$ cat config.mk
export PLATFORM = sky130hd
export DESIGN_NAME = reg_file_mp_sb
export DESIGN_NICKNAME = d
export VERILOG_FILES = /design/src/rtl/reg_file_mp_sb.sv
export SDC_FILE = /design/constraint.sdc
export NUM_CORES = 2
export LEC_CHECK = 0
export BUFFER_PORTS_ARGS = -buffer_cell sky130_fd_sc_hd__buf_2
export CORE_MARGIN = 5
export CORE_UTILIZATION = 53
export CTS_CLUSTER_DIAMETER = 50
export DETAILED_ROUTE_END_ITERATION = 12
export GPL_ROUTABILITY_DRIVEN = 0
export PLACE_DENSITY = 0.7
export SYNTH_ARGS = -nofsm -noshare
export SYNTH_HDL_FRONTEND = slang
export SYNTH_SLANG_ARGS = --single-unit
export TNS_END_PERCENT = 1
$ cat constraint.sdc
create_clock -name clk -period 2.7 [get_ports clk]
set_input_delay 0.405 -clock clk [delete_from_list [all_inputs] [get_ports clk]]
set_output_delay 0.405 -clock clk [all_outputs]
set_load 0.005 [all_outputs]
$ cat src/rtl/reg_file_mp_sb.sv
// reg_file_mp_sb: multi-port register file with write-to-read bypass and busy scoreboard
module reg_file_mp_sb #(
   parameter int XLEN     = 32,
   parameter int NREGS    = 32,
   parameter int NRD      = 2,
   parameter int NWR      = 1,
   parameter int ZERO_REG = 1,
   parameter int BYPASS   = 1,
   localparam int AW      = $clog2(NREGS)
) (
   input  logic                clk,
   input  logic                rst,
   input  logic [NWR-1:0]      rf_en,
   input  logic [NWR*AW-1:0]   rd,
   input  logic [NWR*XLEN-1:0] wdata,
   input  logic [NRD*AW-1:0]   rs,
   output logic [NRD*XLEN-1:0] rdata,
   output logic [NRD-1:0]      rs_busy,
   input  logic                iss_en,
   input  logic [AW-1:0]       iss_rd,
   output logic [NREGS-1:0]    busy_vec
);
   logic [XLEN-1:0]  regs_q [NREGS];
   logic [XLEN-1:0]  regs_d [NREGS];
   logic [NREGS-1:0] busy_q, busy_d, clr;
   logic [AW-1:0]    wa [NWR];
   logic [AW-1:0]    ra [NRD];
   always_comb begin
      for (int k = 0; k < NWR; k++) wa[k] = rd[k*AW +: AW];
      for (int j = 0; j < NRD; j++) ra[j] = rs[j*AW +: AW];
   end
   // ascending port order lets the highest-index writer win
   always_comb begin
      regs_d = regs_q;
      clr = '0;
      for (int k = 0; k < NWR; k++) begin
         if (rf_en[k]) begin
            regs_d[wa[k]] = wdata[k*XLEN +: XLEN];
            clr[wa[k]] = 1'b1;
         end
      end
      if (ZERO_REG != 0) regs_d[0] = '0;
      busy_d = busy_q & ~clr;
      if (iss_en) busy_d[iss_rd] = 1'b1;
      if (ZERO_REG != 0) busy_d[0] = 1'b0;
   end
   always_ff @(posedge clk) begin
      if (!rst) begin
         regs_q <= '{default: '0};
         busy_q <= '0;
      end else begin
         regs_q <= regs_d;
         busy_q <= busy_d;
      end
   end
   always_comb begin
      rdata = '0;
      rs_busy = '0;
      for (int j = 0; j < NRD; j++) begin
         rdata[j*XLEN +: XLEN] = regs_q[ra[j]];
         rs_busy[j] = busy_q[ra[j]];
         for (int k = 0; k < NWR; k++) begin
            if (BYPASS != 0 && rf_en[k] && wa[k] == ra[j] && !(ZERO_REG != 0 && ra[j] == '0)) begin
               rdata[j*XLEN +: XLEN] = wdata[k*XLEN +: XLEN];
               rs_busy[j] = 1'b0;
            end
         end
         if (ZERO_REG != 0 && ra[j] == '0) rdata[j*XLEN +: XLEN] = '0;
         if (!rst) begin
            rdata[j*XLEN +: XLEN] = '0;
            rs_busy[j] = 1'b0;
         end
      end
   end
   assign busy_vec = rst ? busy_q : '0;
endmodule

==> results.py <==
metrics = {
    "outcome": {
        "status": "finished, violations left",
        "violations": "negative setup slack",
    },
    "grt": {
        "grt_first_pass_wirelength_microns": 322000,
        "grt_pass1_vias": 50800,
        "grt_antenna_before_repair": 10,
        "grt_max_degree": 231,
        "overflow": 0,
        "grt_use_total_pct": 39.8,
    },
    "timing": {
        "hold_viol": 0,
        "slew_violations": 0,
        "fin_hold_ws_ps": 23.7,
        "fin_tns_setup_ps": -8730,
        "period_share_pct": 108,
        "max_freq_mhz": 341,
        "rsz0062_at_grt": "true",
        "worstMarginPinSlew_ps": 1330,
        "fin_worst_skew_ps": 0,
        "fin_ws_ps": -229,
        "post-route-min-period_ps": 2930,
        "max_slew_margin_pct": 10.8,
        "setup_viol": 66,
    },
    "cts": {
        "clk_pin_slew_ps": 50,
        "cts_buffers": 131,
        "cts_tree": "yes",
        "cts-root-buf": "clkbuf_16",
        "clock-sinks": 1023,
        "cts_max_level": 4,
        "clockBufferDepth": 3,
        "insertion_delay_ps": 760,
    },
    "finish": {
        "mostFrequentLayoutCells": "2037 x nand2_1, 1056 x a21oi_1, 948 x dfxtp_1",
        "finalNetCount": 6372,
        "ff_latch_area_sq_um": 20600,
        "fillCellCount": 7773,
        "final_common_cell": "nand2_1",
        "layout-drive-gt1-share_pct": 27.1,
        "syn2layout_area_growth_pct": 21.6,
        "multi_input_area_sq_um": 31100,
    },
    "critical_path": {
        "slowest_stage": "buf_12",
        "max_stage_delay_ps": 320,
        "crit_path_frequent_cell": "buf_12",
        "cp_data_required_time_ps": 2300,
        "path_cells": "clkbuf_8 -> buf_12 -> buf_12 -> xor2_1 -> nor2_1 -> nand4_1 -> buf_12 -> a31oi_1 -> buf_4 -> buf_2",
        "crit_type": "in2out",
        "startpoint_type": "input pin",
        "worstPathArrival_ps": 2520,
        "critPathCaptureType": "output pin",
        "worstPathMaxFanout": 24,
    },
    "job": {
        "drv_cap": 0,
    },
    "route": {
        "wl_per_cell_microns": 28.5,
        "drc": 0,
        "dr.pass1.iters": 7,
        "ant_nets": 0,
        "wirelength_microns": 220000,
        "avgViaCountPerCell": 6.85,
        "drt_iter0_markers": 9405,
        "vias": 52900,
    },
    "synthesis": {
        "synth_edf_count": 0,
        "yosys_warnings": 0,
        "syn_area_per_cell_sq_um": 8.59,
        "synth_cells": 6166,
        "synth-seq-area-share_pct": 38.7,
        "ys_seq_elements": 1023,
        "yosysUniqueCellTypes": 41,
        "synth_area_sq_um": 53000,
        "async_reset_ff_share_pct": 0,
        "syn-num-nets": 6222,
        "ys.flop_type": "dfxtp_1",
    },
    "die": {
        "core_area_sq_um": 99700,
        "start_util_pct": 53.1,
        "rows": 116,
        "die_x_microns": 326,
        "dieHeight_microns": 326,
        "boundaryPins": 154,
        "die_area_sq_um": 106000,
    },
    "place": {
        "io_buffers": 152,
        "dp_hpwl_microns": 132000,
    },
    "power": {
        "cellPowerDensity_nw_per_um2": 581,
        "ir_drop_v": 0.000648,
        "leakagePower_uw": 0.0218,
    },
    "min_path": {
        "hold_class": "in2reg",
    },
}
layout make-up:
| cell class | instances | share of cell area (%) |
|---|---|---|
| Antenna cell | 8 | 0.0311 |
| Clock buffer | 170 | 5.73 |
| Clock inverter | 65 | 1.32 |
| Inverter | 1 | 0.0175 |
| Multi-Input combinational cell | 4496 | 48.2 |
| Sequential cell | 1023 | 31.9 |
| Tap cell | 1298 | 2.52 |
| Timing Repair Buffer | 663 | 10.2 |
cells by family after synthesis:
logic type             count (synthesis)  synth area share (%)
buffers and inverters                647                  5.45
XOR/XNOR                              10                 0.165
other                                  1               0.00708
multiplexers                         664                  22.3
AO/OA/AOI/OAI                       1536                  16.1
flip-flops                          1023                  38.7
AND/OR/NAND/NOR                     2285                  17.3
synth_stat cells, drive strengths merged (64+ instances only):
library cell	n	share of area [%]
a21oi	1057	10
a22oi	128	1.8
a31oi	64	0.76
buf	201	2.3
clkbuf	445	3.2
dfxtp	1023	39
mux2	128	2.7
mux2i	134	2.5
mux4	402	17
nand2	2092	15
o21ai	128	1.2
o221ai	64	1.1
o22ai	64	0.76
or3b	70	1.2
timing repair:
action / 4_1_cts / 5_1_grt
setup buffers: 4 / 3
endpoints found under the setup margin: 66 / 66
hold endpoints to repair: 30 / 0
hold buffers: 8 / 0
resized for setup: 317 / 80
pin swaps: 76 / 23
cloned: 0 / 1
final timing paths:
kind,to,slack [ps],from,cells past startpoint
worst max register to register,busy_q[9],1920,busy_q[9],2
worst min-delay path,busy_q[28],20,iss_rd[0],3
worst min register to register,regs_q[872],460,regs_q[872],2
worst max-delay path,rdata[8],-230,rs[1],10
critical path, delay by kind of cell:
family	cells	cell delay [ps]
AOI/OAI and AO/OA	1	240
xor gates and xnor gates	1	80
buffers and inverters	6	1290
and+or+nand+nor	2	460
report_power, final:
group          total, uW  leakage [uW]  internal [uW]  switching [uW]
Combinational       3690        0.0113           1350            2340
Sequential         15300       0.00828          15200            87.6
Clock              18400       0.00220          11200            7250
sequential cells by signal, indices dropped and copies added (netlist names):
name    count
regs_q    992
busy_q     31
metal layers:
metal	vias to the layer above	track usage, %	wire, microns
li1	22000	-	-
met1	25100	50.4	74600
met2	4683	57.5	92100
met3	1173	12.2	33800
met4	10	28.9	19600
met5	-	0	241
through the flow:
stage	cells	setup WS [ps]	area, sq um	util [%]	total power (uW)
2_1_floorplan	6166	450	53000	-	17400
6_report	7724	-229	64400	64.6	37400
5_1_grt	7717	-215	64400	64.6	38100
3_5_place_dp	7481	-457	58400	58.6	19000
4_1_cts	7714	-180	64100	64.3	37100
3_3_place_gp	7481	-448	58400	58.6	19000
No activity file was read; power rests on OpenSTA's default activity.
